`config.mk`:
```
export PLATFORM = sky130hd
export DESIGN_NAME = artemis_gtp_bringup_ctrl
export DESIGN_NICKNAME = d
export VERILOG_FILES = /design/src/rtl/artemis_gtp_bringup_ctrl.sv
export SDC_FILE = /design/constraint.sdc
export NUM_CORES = 1
export LEC_CHECK = 0
export BUFFER_PORTS_ARGS = -buffer_cell sky130_fd_sc_hd__clkbuf_2
export CORE_UTILIZATION = 45
export CTS_CLUSTER_DIAMETER = 150
export CTS_CLUSTER_SIZE = 16
export DETAILED_ROUTE_END_ITERATION = 6
export PLACE_DENSITY = 0.68
export SYNTH_ARGS = -nofsm -noshare
export SYNTH_HDL_FRONTEND = slang
export SYNTH_SLANG_ARGS = --single-unit
```
`constraint.sdc`:
```
create_clock -name clk -period 3.2 [get_ports clk]
set_input_delay 0.64 -clock clk [delete_from_list [all_inputs] [get_ports clk]]
set_output_delay 0.64 -clock clk [all_outputs]
set_load 0.02 [all_outputs]
```
`src/rtl/artemis_gtp_bringup_ctrl.sv`:
```
// artemis_gtp_bringup_ctrl
// Reset/bring-up sequencer for one GTP lane of the Artemis transceiver tile.
// Holds the transceiver in reset, waits (with timeouts) for PLL detect,
// reset-done and DCM lock, pulses the RX datapath reset, then reports ready.
// Timeouts retry up to MAX_RETRIES times before latching fail; a lock loss
// while ready restarts the sequence without consuming a retry.
// Optional build macro ARTEMIS_GTP_BRINGUP_DEBOUNCE_EN: lock inputs must be
// stable for LOCK_STABLE_CYCLES cycles before advancing, and a lock loss in
// READY must persist for 4 cycles before the sequence restarts.
module artemis_gtp_bringup_ctrl #(
   parameter int RESET_CYCLES       = 16,
   parameter int RX_RESET_CYCLES    = 8,
   parameter int TIMEOUT_CYCLES     = 65536,
   parameter int MAX_RETRIES        = 3,
   parameter int LOCK_STABLE_CYCLES = 32
) (
   input  logic       clk,
   input  logic       rst_n,
   input  logic       i_enable,
   input  logic       i_pll_detect,
   input  logic       i_reset_done,
   input  logic       i_dcm_locked,
   output logic       o_gtp_reset,
   output logic       o_rx_reset,
   output logic       o_ready,
   output logic       o_fail,
   output logic [3:0] o_retry_count,
   output logic [2:0] o_state
);

   typedef enum logic [2:0] {
      ST_IDLE       = 3'd0,
      ST_RESET_HOLD = 3'd1,
      ST_WAIT_PLL   = 3'd2,
      ST_WAIT_DONE  = 3'd3,
      ST_WAIT_DCM   = 3'd4,
      ST_RX_RST     = 3'd5,
      ST_READY      = 3'd6,
      ST_FAIL       = 3'd7
   } state_t;

   // Shared down-counter must hold the largest load value.
   localparam int CNT_MAX_A = (RESET_CYCLES > RX_RESET_CYCLES) ? RESET_CYCLES : RX_RESET_CYCLES;
   localparam int CNT_MAX   = (CNT_MAX_A > TIMEOUT_CYCLES) ? CNT_MAX_A : TIMEOUT_CYCLES;
   localparam int CNT_W     = $clog2(CNT_MAX + 1);

   // Number of consecutive qualifying cycles needed to advance on a lock
   // (LOCK_HITS) or to restart on a lock loss in READY (LOSS_HITS).
`ifdef ARTEMIS_GTP_BRINGUP_DEBOUNCE_EN
   localparam int LOCK_HITS = LOCK_STABLE_CYCLES;
   localparam int LOSS_HITS = 4;
`else
   localparam int LOCK_HITS = 1;
   localparam int LOSS_HITS = 1;
`endif
   localparam int STAB_MAX = (LOCK_STABLE_CYCLES > 4) ? LOCK_STABLE_CYCLES : 4;
   localparam int STAB_W   = $clog2(STAB_MAX + 1);

   logic [2:0]        sync1_reg;
   logic [2:0]        sync2_reg;
   logic              pll_s;
   logic              done_s;
   logic              dcm_s;
   logic              loss_s;

   state_t            state_reg, state_next;
   logic [CNT_W-1:0]  cnt_reg, cnt_next;
   logic [3:0]        retry_reg, retry_next;
   logic [STAB_W-1:0] stab_reg, stab_next;
   logic              gtp_reset_reg, gtp_reset_next;
   logic              rx_reset_reg, rx_reset_next;
   logic              ready_reg, ready_next;
   logic              fail_reg, fail_next;

   logic              retry_req;
   logic              lock_hit;
   logic              loss_hit;
   logic              stab_qual;

   // Two-flop synchronisers for the asynchronous status inputs.
   always_ff @(posedge clk or negedge rst_n) begin
      if (!rst_n) begin
         sync1_reg <= '0;
         sync2_reg <= '0;
      end else begin
         sync1_reg <= {i_dcm_locked, i_reset_done, i_pll_detect};
         sync2_reg <= sync1_reg;
      end
   end

   assign pll_s  = sync2_reg[0];
   assign done_s = sync2_reg[1];
   assign dcm_s  = sync2_reg[2];
   assign loss_s = ~pll_s | ~dcm_s;

   assign lock_hit = (stab_reg == STAB_W'(LOCK_HITS - 1));
   assign loss_hit = (stab_reg == STAB_W'(LOSS_HITS - 1));

   // State register, shared counter, retry count and registered outputs.
   always_ff @(posedge clk or negedge rst_n) begin
      if (!rst_n) begin
         state_reg     <= ST_IDLE;
         cnt_reg       <= '0;
         retry_reg     <= '0;
         stab_reg      <= '0;
         gtp_reset_reg <= 1'b1;
         rx_reset_reg  <= 1'b1;
         ready_reg     <= 1'b0;
         fail_reg      <= 1'b0;
      end else begin
         state_reg     <= state_next;
         cnt_reg       <= cnt_next;
         retry_reg     <= retry_next;
         stab_reg      <= stab_next;
         gtp_reset_reg <= gtp_reset_next;
         rx_reset_reg  <= rx_reset_next;
         ready_reg     <= ready_next;
         fail_reg      <= fail_next;
      end
   end

   // Next-state logic; outputs are decoded from the next state so they
   // change on the same edge as the state register.
   always_comb begin
      state_next = state_reg;
      cnt_next   = cnt_reg;
      retry_next = retry_reg;
      retry_req  = 1'b0;

      case (state_reg)
         ST_IDLE: begin
            if (i_enable) begin
               state_next = ST_RESET_HOLD;
               cnt_next   = CNT_W'(RESET_CYCLES);
            end
         end
         ST_RESET_HOLD: begin
            if (cnt_reg <= CNT_W'(1)) begin
               state_next = ST_WAIT_PLL;
               cnt_next   = CNT_W'(TIMEOUT_CYCLES);
            end else begin
               cnt_next = cnt_reg - CNT_W'(1);
            end
         end
         ST_WAIT_PLL: begin
            if (pll_s && lock_hit) begin
               state_next = ST_WAIT_DONE;
               cnt_next   = CNT_W'(TIMEOUT_CYCLES);
            end else if (cnt_reg <= CNT_W'(1)) begin
               retry_req = 1'b1;
            end else begin
               cnt_next = cnt_reg - CNT_W'(1);
            end
         end
         ST_WAIT_DONE: begin
            if (done_s) begin
               state_next = ST_WAIT_DCM;
               cnt_next   = CNT_W'(TIMEOUT_CYCLES);
            end else if (cnt_reg <= CNT_W'(1)) begin
               retry_req = 1'b1;
            end else begin
               cnt_next = cnt_reg - CNT_W'(1);
            end
         end
         ST_WAIT_DCM: begin
            if (dcm_s && lock_hit) begin
               state_next = ST_RX_RST;
               cnt_next   = CNT_W'(RX_RESET_CYCLES);
            end else if (cnt_reg <= CNT_W'(1)) begin
               retry_req = 1'b1;
            end else begin
               cnt_next = cnt_reg - CNT_W'(1);
            end
         end
         ST_RX_RST: begin
            if (cnt_reg <= CNT_W'(1)) begin
               state_next = ST_READY;
               cnt_next   = '0;
            end else begin
               cnt_next = cnt_reg - CNT_W'(1);
            end
         end
         ST_READY: begin
            // Lock-loss restart deliberately leaves the retry count alone.
            if (loss_s && loss_hit) begin
               state_next = ST_RESET_HOLD;
               cnt_next   = CNT_W'(RESET_CYCLES);
            end
         end
         ST_FAIL: begin
            state_next = ST_FAIL;
         end
         default: begin
            state_next = ST_IDLE;
            cnt_next   = '0;
         end
      endcase

      if (retry_req) begin
         if (retry_reg < 4'(MAX_RETRIES)) begin
            retry_next = retry_reg + 4'd1;
            state_next = ST_RESET_HOLD;
            cnt_next   = CNT_W'(RESET_CYCLES);
         end else begin
            state_next = ST_FAIL;
            cnt_next   = '0;
         end
      end

      // Dropping enable wins over everything and starts a fresh session.
      if (!i_enable) begin
         state_next = ST_IDLE;
         cnt_next   = '0;
         retry_next = '0;
      end

      gtp_reset_next = (state_next == ST_IDLE) || (state_next == ST_RESET_HOLD) ||
                       (state_next == ST_FAIL);
      rx_reset_next  = (state_next != ST_READY);
      ready_next     = (state_next == ST_READY);
      fail_next      = (state_next == ST_FAIL);
   end

   // Consecutive-cycle counter for lock stability / lock-loss persistence;
   // cleared on every state change or when the watched condition drops.
   always_comb begin
      stab_qual = 1'b0;
      case (state_reg)
         ST_WAIT_PLL: stab_qual = pll_s;
         ST_WAIT_DCM: stab_qual = dcm_s;
         ST_READY:    stab_qual = loss_s;
         default:     stab_qual = 1'b0;
      endcase

      if ((state_next != state_reg) || !stab_qual) begin
         stab_next = '0;
      end else if (stab_reg != STAB_W'(STAB_MAX)) begin
         stab_next = stab_reg + STAB_W'(1);
      end else begin
         stab_next = stab_reg;
      end
   end

   assign o_gtp_reset   = gtp_reset_reg;
   assign o_rx_reset    = rx_reset_reg;
   assign o_ready       = ready_reg;
   assign o_fail        = fail_reg;
   assign o_retry_count = retry_reg;
   assign o_state       = state_reg;

endmodule
```
==> flow_summary.toml <==
[power]
power_frac_comb_pct = 55.2
seqPwrFrac_pct = 29.4
internal-power_mw = 1.20
switching_power_uw = 998
switching_share_pct = 45.3
p_leak_nw = 1.19
ir_drop_mv = 0.336
power_density_mw_per_mm2 = 840
power_frac_clock_pct = 15.4

[clock_tree]
cts_max_level = 2
numCtsBuffers = 5
cts_hold_buf = 0
cts_sinks = 40
cts_tree = "built"
cts-resized-gates = 0
clock_latency_ns = 0.29
root_buffer = "clkbuf_8"
clkTransAtPathRegs_ns = 0.07
clockBufferDepth = 2
cts_setup_buffers = 0

[hold_path]
hp-class = "reg -> reg"
min_to = "sync2_reg[2]"
min_path_cells = 0
min_from = "sync1_reg[2]"

[timing]
whs_ns = 0.354
fin_skew_ns = 0.00546
finalMaxSlewViolations = 0
rsz0062_at_grt = "false"
max_freq_mhz = 438
hold_violations = 0
setup_viol = 0
slew_headroom_pct = 33.2
worst_pin_slew_ns = 1.00
fin_tns_setup_ns = 0
finalCritPeriodShare_pct = 71.4
fin_crit_ns = 2.28
fin_ws_ns = 0.916

[global_route]
first_global_vias = 1771
busiest_layer = "met2"
grtUsageMet1_pct = 30.0
use_met2_pct = 32.6
grt_first_pass_wirelength_um = 8710
antenna_found_initial = 0
use_met3_pct = 3.61
grt_usage_pct = 21.1
grt_start_max_net_pins = 41
overflow = 0

[logic_synthesis]
post_synth.cell_area_avg_sq_um = 9.60
syn_inst = 250
yosysUniqueCellTypes = 63
ys_ff_latch = 40
synthSimpleGateAreaFrac_pct = 26.9
yosys_warnings = 0
synth_top_family_by_area = "simple AND/OR/NAND/NOR gates"
syn_nets = 262
synth-compound-area-share_pct = 18.6
synthFlopType = "dfrtp_1"
synth_seq_area_share_pct = 41.8
muxShareOfSynthArea_pct = 0.417
synth-async-reset-ratio_pct = 100
synth-edff-count = 0
synthAdderAreaFrac_pct = 3.13
syn-cell-area_sq_mm = 0.00240
synthXorXnorAreaFrac_pct = 5.84

[cells_and_area]
largest_reg_flops = 17
fill_cells = 490
final_common_cell = "dfrtp_1"
area_delta_synth_final_pct = 9.18
nNetsFinal = 279
antenna_cells = 0
drive_above_1_share_pct = 17.5
layout.cells.most_common_list = "dfrtp_1 (38), nor2_1 (31), nand2_1 (22), clkbuf_2 (16), a21oi_1 (11)"

[routing]
vias = 1919
routed_via_density = 5.68
ant_nets = 0
wl_um = 5190
drc = 0
dr.pass1.iters = 4
first_iter_violations = 100
wl_per_cell_um = 15.4

[worst_setup_path]
cp_top_family = "compound AO/OA/AOI/OAI gates"
path_class = "reg -> reg"
start_kind = "flop"
reg2reg_depth = 9
cp_slowest_stage_delay_ns = 0.42
reg2reg_to = "cnt_reg[1]"
cp.arrival_ns = 2.48
worstPathRequired_ns = 3.40
cp_max_fo = 11
reg2reg_slack_ns = 0.92
crit_chain = "inv_1 -> ha_1 -> nor3b_4 -> and4_1 -> o22ai_4 -> a21boi_4 -> o31ai_2 -> buf_4 -> a211oi_1"
cpMaxStageDelayCell = "dfrtp_1"
reg2reg_from = "stab_reg[0]"
worst-path-buf-inv = 2
worst_setup_path_end_kind = "flop"

[placement]
io_buffer_count = 16
dp_slack_ns = 0.898
detailed_place_hpwl_um = 3800
place_congestion = 0.975

[floorplanning]
rows = 26
start_util_pct = 47.0
die_x_um = 75.0
fp.dieH_um = 75.0
die_area_sq_mm = 0.00563
fp.coreArea_sq_mm = 0.00511
io_pins = 17

[job]
drv_cap = 0

[status]
status = "finished clean"
==> Yosys cell counts, types with 2 or more instances <==
cell type	n	area, sq um
dfrtp_1	38	951
nor2_1	31	116
nand2_1	22	82.6
a21oi_1	11	55.1
nand3_1	10	50.1
nor3_1	10	50.1
xor2_1	10	87.6
inv_1	8	30.0
o21ai_0	8	40.0
ha_1	6	75.1
xnor2_1	6	52.6
nand2b_1	5	31.3
a21o_1	4	30.0
a31oi_1	4	25.0
and2_1	4	25.0
and3_1	4	25.0
nor3_2	4	40.0
and4_1	3	26.3
buf_2	3	15.0
nand4_1	3	18.8
nor2b_1	3	18.8
or3_1	3	18.8
a211oi_1	2	15.0
a21boi_0	2	15.0
buf_6	2	22.5
clkbuf_1	2	7.51
dfstp_2	2	52.6
o211ai_1	2	15.0
o21ai_2	2	17.5
o31a_1	2	17.5
o41ai_1	2	17.5
==> logic make-up (layout without fill, tap and decap cells) <==
group / Yosys count / count (layout)
compound gates: 58 / 58
mux: 1 / 1
xor+xnor: 16 / 16
buf+inv: 16 / 34
simple gates: 113 / 113
flops: 40 / 40
fa+ha+maj: 6 / 6
==> worst max path at each step <==
stage	startpoint	to	slack (ns)	cells past startpoint
2_1_floorplan	cnt_reg[0]	cnt_reg[16]	1.19	9
3_3_place_gp	stab_reg[0]	cnt_reg[1]	0.92	9
3_5_place_dp	stab_reg[0]	cnt_reg[1]	0.90	9
4_1_cts	stab_reg[0]	cnt_reg[1]	0.89	9
5_1_grt	stab_reg[1]	cnt_reg[1]	0.69	9
6_report	stab_reg[0]	cnt_reg[1]	0.92	9
==> worst reg2reg max path, stage by stage, from the launching register on <==
cell and delay [ns]:
dfrtp_1 0.42, inv_1 0.07, ha_1 0.13, nor3b_4 0.31
and4_1 0.33, o22ai_4 0.15, a21boi_4 0.29, o31ai_2 0.11
buf_4 0.20, a211oi_1 0.21
==> through the flow <==
step | power [mW] | util, % | cells | instance area (sq um)
after floorplan | 1.61 | - | 250 | 2400
after global placement | 1.85 | 49.5 | 330 | 2530
after detailed placement | 1.85 | 49.5 | 330 | 2530
after CTS | 2.21 | 51.3 | 338 | 2620
after global routing | 2.39 | 51.3 | 338 | 2620
final | 2.20 | 51.3 | 338 | 2620
==> power groups by stage <==
stage	logic, mW	clock network, mW	registers [mW]
final	1.22	0.339	0.647
after global routing	1.36	0.372	0.655
after CTS	1.21	0.353	0.644
after detailed placement	1.20	0	0.653
after global placement	1.19	0	0.654
after floorplan	0.978	0	0.635
==> routing by layer <==
layer / vias to the layer above / routed length, um
met5: - / 0
met4: 0 / 76
met3: 8 / 317
met2: 67 / 2400
met1: 909 / 2400
li1: 935 / -
==> layout make-up <==
| type | instances | area, sq um | area share [%] |
|---|---|---|---|
| clock buffer | 8 | 90.1 | 3.44 |
| tap | 70 | 87.6 | 3.34 |
| timing repair buffer | 17 | 87.6 | 3.34 |
| multi-input combinational | 194 | 1320 | 50.3 |
| inverter | 9 | 33.8 | 1.29 |
| sequential | 40 | 1000 | 38.3 |
(Power assumes the default switching activity.)
